**config.mk**
```make
export PLATFORM = sky130hd
export DESIGN_NAME = cnt_timer_ctrl
export DESIGN_NICKNAME = d
export VERILOG_FILES = /design/src/rtl/cnt_timer_pkg.sv /design/src/rtl/cnt_core.sv /design/src/rtl/cnt_timer_ctrl.sv
export SDC_FILE = /design/constraint.sdc
export NUM_CORES = 1
export LEC_CHECK = 0
export ABC_CLOCK_PERIOD_IN_PS = 4180
export CORE_MARGIN = 1
export CORE_UTILIZATION = 39
export DETAILED_ROUTE_END_ITERATION = 16
export PLACE_DENSITY_LB_ADDON = 0.3
export SYNTH_ARGS = -nofsm -noshare
export SYNTH_HDL_FRONTEND = slang
export SYNTH_SLANG_ARGS = --single-unit
```
**constraint.sdc**
```tcl
create_clock -name clk -period 4.18 [get_ports clk]
set_input_delay 0.836 -clock clk [delete_from_list [all_inputs] [get_ports clk]]
set_output_delay 0.836 -clock clk [all_outputs]
set_load 0.02 [all_outputs]
```
**src/rtl/cnt_timer_pkg.sv**
```systemverilog
`default_nettype none
// ============================================================================
// Module      : cnt_timer_pkg
// Description : Shared state and command encodings for the interval timer.
// Revision    : 1.0 - initial release
// ============================================================================
package cnt_timer_pkg;

    typedef enum logic [1:0] {
        ST_IDLE  = 2'd0,
        ST_RUN   = 2'd1,
        ST_PAUSE = 2'd2,
        ST_DONE  = 2'd3
    } state_t;

    localparam logic [1:0] OP_NOP   = 2'b00;
    localparam logic [1:0] OP_START = 2'b01;
    localparam logic [1:0] OP_STOP  = 2'b10;
    localparam logic [1:0] OP_CLEAR = 2'b11;

endpackage
`default_nettype wire

```
**src/rtl/cnt_core.sv**
```systemverilog
`default_nettype none
// ============================================================================
// Module      : cnt_core
// Description : WIDTH-bit binary up-counter, synchronous clear over enable.
// Revision    : 1.0 - initial release
// ============================================================================
module cnt_core #(
    parameter int WIDTH = 4
) (
    input  logic             clk,
    input  logic             rst,
    input  logic             clr,
    input  logic             en,
    output logic [WIDTH-1:0] q
);

    always_ff @(posedge clk or posedge rst) begin
        if (rst) begin
            q <= '0;
        end else if (clr) begin
            q <= '0;
        end else if (en) begin
            q <= q + 1'b1;
        end
    end

endmodule
`default_nettype wire

```
**src/rtl/cnt_timer_ctrl.sv**
```systemverilog
`default_nettype none
// ============================================================================
// Module      : cnt_timer_ctrl
// Description : Command-driven interval timer: prescaler, FSM and counter.
// Revision    : 1.0 - initial release
// ============================================================================
import cnt_timer_pkg::*;

module cnt_timer_ctrl #(
    parameter int WIDTH = 4,
    parameter int PRE_W = 4
) (
    input  logic             clk,
    input  logic             rst,
    input  logic             cmd_valid,
    output logic             cmd_ready,
    input  logic [1:0]       cmd_op,
    input  logic             cmd_mode,
    input  logic [WIDTH-1:0] cmd_limit,
    input  logic [PRE_W-1:0] cmd_prescale,
    output logic [WIDTH-1:0] count,
    output logic             running,
    output logic             done_pulse,
    output logic             err_pulse
);

    state_t             r_state;
    state_t             w_state_nxt;
    logic [PRE_W-1:0]   r_pre;
    logic [PRE_W-1:0]   w_pre_nxt;
    logic [WIDTH-1:0]   r_limit;
    logic               r_mode;
    logic [PRE_W-1:0]   r_prescale;
    logic               w_latch;
    logic               w_cnt_clr;
    logic               w_cnt_en;
    logic               w_done_nxt;
    logic               w_err_nxt;
    logic               w_accept;
    logic               w_tick;
    logic               w_term;

    assign w_accept = cmd_valid && cmd_ready;
    assign w_tick   = (r_state == ST_RUN) && (r_pre == r_prescale);
    assign w_term   = w_tick && (count == r_limit);

    always_comb begin
        w_state_nxt = r_state;
        w_pre_nxt   = r_pre;
        w_cnt_clr   = 1'b0;
        w_cnt_en    = 1'b0;
        w_latch     = 1'b0;
        w_done_nxt  = 1'b0;
        w_err_nxt   = 1'b0;

        if (r_state == ST_RUN) begin
            w_pre_nxt = w_tick ? '0 : r_pre + 1'b1;
            if (w_term) begin
                w_done_nxt = 1'b1;
                if (r_mode) begin
                    w_cnt_clr = 1'b1;
                end else begin
                    w_state_nxt = ST_DONE;
                end
            end else if (w_tick) begin
                w_cnt_en = 1'b1;
            end
        end

        // Commands override the tick, except that a terminal event survives STOP.
        if (w_accept) begin
            case (cmd_op)
                OP_START: begin
                    case (r_state)
                        ST_IDLE, ST_DONE: begin
                            w_latch     = 1'b1;
                            w_cnt_clr   = 1'b1;
                            w_pre_nxt   = '0;
                            w_state_nxt = ST_RUN;
                        end
                        ST_PAUSE: w_state_nxt = ST_RUN;
                        default:  w_err_nxt   = 1'b1;
                    endcase
                end
                OP_STOP: begin
                    if (r_state == ST_RUN) begin
                        if (!w_term) begin
                            w_state_nxt = ST_PAUSE;
                            w_cnt_en    = 1'b0;
                            w_pre_nxt   = r_pre;
                        end else if (r_mode) begin
                            w_state_nxt = ST_PAUSE;
                        end
                    end
                end
                OP_CLEAR: begin
                    w_state_nxt = ST_IDLE;
                    w_cnt_clr   = 1'b1;
                    w_cnt_en    = 1'b0;
                    w_pre_nxt   = '0;
                    w_done_nxt  = 1'b0;
                end
                OP_NOP:  ;
                default: ;
            endcase
        end
    end

    always_ff @(posedge clk or posedge rst) begin
        if (rst) begin
            r_state    <= ST_IDLE;
            r_pre      <= '0;
            r_limit    <= '0;
            r_mode     <= 1'b0;
            r_prescale <= '0;
            cmd_ready  <= 1'b0;
            running    <= 1'b0;
            done_pulse <= 1'b0;
            err_pulse  <= 1'b0;
        end else begin
            r_state    <= w_state_nxt;
            r_pre      <= w_pre_nxt;
            cmd_ready  <= 1'b1;
            running    <= (w_state_nxt == ST_RUN);
            done_pulse <= w_done_nxt;
            err_pulse  <= w_err_nxt;
            if (w_latch) begin
                r_limit    <= cmd_limit;
                r_mode     <= cmd_mode;
                r_prescale <= cmd_prescale;
            end
        end
    end

    cnt_core #(
        .WIDTH (WIDTH)
    ) u_cnt_core (
        .clk (clk),
        .rst (rst),
        .clr (w_cnt_clr),
        .en  (w_cnt_en),
        .q   (count)
    );

endmodule
`default_nettype wire

```
Word-level counts from Yosys, hierarchy flattened --
Index checks and enable logic that the tools add are counted.
Storage, ports and cells: flip-flop bits (word level) 23, bits in latches 0, memory bits (writable) 0, bits in read-only memories 0, bits of input ports 14, output and inout bits 8, memories 0
Cells by class: add/sub/neg operators 2, multipliers 0, div/mod/pow operators 0, $lt $le $gt $ge 0, equal/unequal tests 10, shift-type cells 0, muxes and demuxes 41, bitwise gates (word level) 0, reductions and logical operators 7
Operator list (count):
- $mux 4 | 8
- $mux 1 | 21
- $mux 2 | 8
- $pmux 4 s3 | 1
- $add 4x1->4 const B | 2
- $eq 2x2->1 const B | 4
- $eq 4x4->1 | 2
- $eq 2x1->1 const B | 3
- $pmux 2 s3 | 1
- $ne 4x4->1 const B | 1
- $pmux 1 s2 | 2
- $logic_and 1x1->1 | 3
- $reduce_or 3->1 | 1
- $logic_not 2->1 | 1
- $reduce_bool 2->1 | 1
- $reduce_or 2->1 | 1

Logic depth before layout (Yosys ltp) --
word-level depth 11, gate-level depth with buffers 8, mapped depth without buffers 7

Modules after synthesis --
Synthesis repeated with hierarchy kept, for this count alone.
Second synthesis, totals: cell total of the unflattened synthesis 116, area, all modules 1224.9 sq um
By module, submodules not included:
- cnt_timer_ctrl | times used 1, cells an instance 99, area each 1028.5 sq um
- cnt_core | times used 1, cells an instance 17, area each 196.4 sq um

Least setup slack after synthesis --
No wires, ideal clock.
kind input-to-reg, from in cmd_op[1], to reg r_limit[0], arrival 2036 ps, data required time 4055 ps, setup slack 2019 ps, stages on the path 3, buffers on the path 1, cells stage by stage buf_2 nor4_2 mux2_2
Between the ends: longest elaborated chain between the ends 3
Ends and longest elaborated chain:
- start, declared | RTL line cnt_timer_ctrl.sv:17 | input logic [1:0] cmd_op,
- $eq 2x1->1 | RTL line cnt_timer_ctrl.sv:72 | case (cmd_op)
- $mux 1 | RTL line cnt_timer_ctrl.sv:72
- $mux 1 | RTL line cnt_timer_ctrl.sv:71 | if (w_accept) begin
- end signal, assigned | RTL line cnt_timer_ctrl.sv:128 | r_limit <= cmd_limit;
- end, declared | RTL line cnt_timer_ctrl.sv:31 | logic [WIDTH-1:0] r_limit;
Every way passes these cells. A chain may end at the register's enable or synchronous reset.

Final worst setup path --
from in cmd_op[0], to reg r_prescale[0]
Between the ends: longest elaborated chain between the ends 3
Ends and longest elaborated chain:
- $eq 2x1->1 | RTL line cnt_timer_ctrl.sv:72
- $mux 1 | RTL line cnt_timer_ctrl.sv:72
- $mux 1 | RTL line cnt_timer_ctrl.sv:71
- end signal, assigned | RTL line cnt_timer_ctrl.sv:130 | r_prescale <= cmd_prescale;
- end, declared | RTL line cnt_timer_ctrl.sv:33 | logic [PRE_W-1:0] r_prescale;
Every way passes these cells.

==> flow_summary.json <==
{
  "tightest_slew_ns": 1.077,
  "setup_viol_count_final": 0,
  "synth_area_per_cell_um2": 11.11,
  "ys_seq_area_share_pct": 45.45,
  "clkTransAtPathRegs_ns": 0.12,
  "final_core_util_pct": 49.96,
  "cp.arrival_ns": 2.88,
  "ys_warn_count": 0,
  "max_cap_violations": 0,
  "status": "finished, final reports clean",
  "synth.area.mux_share_pct": 9.684,
  "start_kind": "input port",
  "synth_cell_type_count": 41,
  "synth_compound_area_share_pct": 12.35,
  "postPlaceCellArea_um2": 1511,
  "min_period_over_period_pct": 63.72,
  "async_flop_share_pct": 100.0,
  "synth_top_family_by_area": "simple AND/OR/NAND/NOR gates",
  "synthesis.instances": 114,
  "cts_root_buf": "clkbuf_4",
  "crit_chain": "clkdlybuf4s50_1, inv_1, nor4_2, mux2_2",
  "clkLatencyLatePin_ns": 0.33,
  "finClkSkew_ns": 0.01286,
  "hold_viol_final": 0,
  "worstPathRequired_ns": 4.39,
  "cts_max_path_buffers": 2,
  "wl_per_cell_um": 14.29,
  "area_growth_pct": 21.44,
  "cpPeakStageDelay_ns": 0.95,
  "ys.flop_type": "dfrtp_1",
  "dieArea_um2": 3479,
  "rows": 20,
  "initial_core_util_pct": 41.14,
  "fin_tns_setup_ns": 0,
  "antennaDiodeCount": 0,
  "synthesis.area_um2": 1266,
  "cts_tree": "done",
  "cts_buffers": 3,
  "grt_use_total_pct": 17.33,
  "fp.dieH_um": 58.98,
  "final_cell_mix": "dfrtp_1, clkdlybuf4s50_1, mux2_2",
  "h-tree-depth": 1,
  "via_per_inst": 5.344,
  "io_pins": 22,
  "ctsResizeCount": 0,
  "drive_gt1_share_pct": 13.24,
  "coreArea_um2": 3078,
  "critPathTopFamily": "simple AND/OR/NAND/NOR gates",
  "max_freq_mhz": 375.4,
  "drt_first_pass_iters": 4,
  "grt_pass1_vias": 1051,
  "rsz0062_at_grt": "no",
  "antenna_found_initial": 0,
  "total_power_mw": 0.4993,
  "dpl.hpwl_mm": 1.928,
  "drc": 0,
  "cts_sinks": 23,
  "drtIter0Drc": 28,
  "grt_overflow": 0,
  "critPathBufInv": 2,
  "port_buffers": 21,
  "min_path_type": "flip-flop to flip-flop",
  "synth_fa_ha_area_share_pct": 5.929,
  "gp_congestion": 0.8663,
  "grt_max_degree": 24,
  "synth_xor_area_share_pct": 4.842,
  "crit_slowest_cell": "nor4_2",
  "grt_first_pass_wirelength_mm": 4.519,
  "synthSimpleGateAreaFrac_pct": 17.79,
  "peakVddDrop_mv": 0.2186,
  "cts_setup_buffers": 0,
  "die_w_um": 58.98,
  "power_density_nw_per_um2": 324.7,
  "vias": 962,
  "drv_slew": 0,
  "end_kind": "flip-flop",
  "cts_hold_buffers": 0,
  "final_cell_area_um2": 1538,
  "synth_seq_cells": 23,
  "period_needed_ns": 2.664,
  "rrSetupSlack_ns": 1.82,
  "wirelength_mm": 2.573,
  "relSlewSlack_pct": 27.59,
  "final_common_cell": "dfrtp_1",
  "synth_edf_count": 0,
  "cp_max_fo": 9,
  "synth_nets": 134,
  "drtAntennaViolNets": 0,
  "leakagePower_nw": 0.6258,
  "fin_nets": 157,
  "crit_type": "input port to flip-flop"
}
-- layout make-up --
| type | instances | area [um2] |
|---|---|---|
| clock buffers | 4 | 26.28 |
| fillers | 289 | 1540 |
| inverters | 7 | 26.28 |
| multi-input cells | 81 | 644.4 |
| flip-flops and latches | 23 | 575.6 |
| well taps | 44 | 55.05 |
| repair buffers | 21 | 210.2 |
-- final timing paths --
path                            cells after the start              end     startpoint
worst max-delay path                                4    r_prescale[0]      cmd_op[0]
min in group asynchronous                           2  u_cnt_core.q[2]            rst
worst min-delay path                                1    r_prescale[1]  r_prescale[1]
worst max register to register                      7         r_pre[0]     r_state[0]
max in group asynchronous                           2  u_cnt_core.q[3]            rst
worst min register to register                      1    r_prescale[1]  r_prescale[1]
-- cell families after synthesis --
family | Yosys count
compound gates | 22
xor+xnor | 7
fa+ha+maj | 6
buf+inv | 10
flops | 23
mux | 11
other cells | 1
simple gates | 34
-- sequential cells by signal (all words and copies together), names as in the netlist, 2 cells and up --
signal	count
r_limit	4
r_pre	4
r_prescale	4
u_cnt_core.q	4
r_state	2
-- report_power, final --
| group | switching (mW) | internal, mW |
|---|---|---|
| clock network | 0.0716 | 0.0374 |
| logic | 0.0464 | 0.0624 |
| registers | 0.0290 | 0.252 |
| total | 0.147 | 0.352 |
-- Yosys cell counts, types with 2 or more instances --
library cell / number / share of area [%]
nor2_1: 5 / 1.5
o21ai_0: 5 / 2.0
nor4_1: 3 / 1.5
o211ai_1: 2 / 1.2
mux2_2: 10 / 8.9
a211oi_1: 3 / 1.8
xnor2_1: 6 / 4.2
inv_1: 7 / 2.1
nand4_1: 3 / 1.5
nor2b_1: 3 / 1.5
dfrtp_1: 23 / 45
nand3_1: 2 / 0.79
nand2b_1: 2 / 0.99
a21oi_1: 4 / 1.6
and3_1: 3 / 1.5
ha_1: 6 / 5.9
nor3_1: 3 / 1.2
-- per-layer routing --
layer	GRT usage, %	up-vias	share of wire [%]
met5	0	-	0
met4	8.844	0	1.8
met3	2.183	5	2.6
met2	30.36	18	50
met1	20.81	481	45
li1	-	458	-
-- metrics by stage --
step,hold WS [ns],cells,worst slack (ns)
2_1_floorplan,0.4864,114,2.019
3_3_place_gp,0.5073,176,1.263
3_5_place_dp,0.5100,176,1.189
4_1_cts,0.5393,180,1.497
5_1_grt,0.5733,180,1.439
6_report,0.5354,180,1.516
Power figures use the tool's default switching activity.
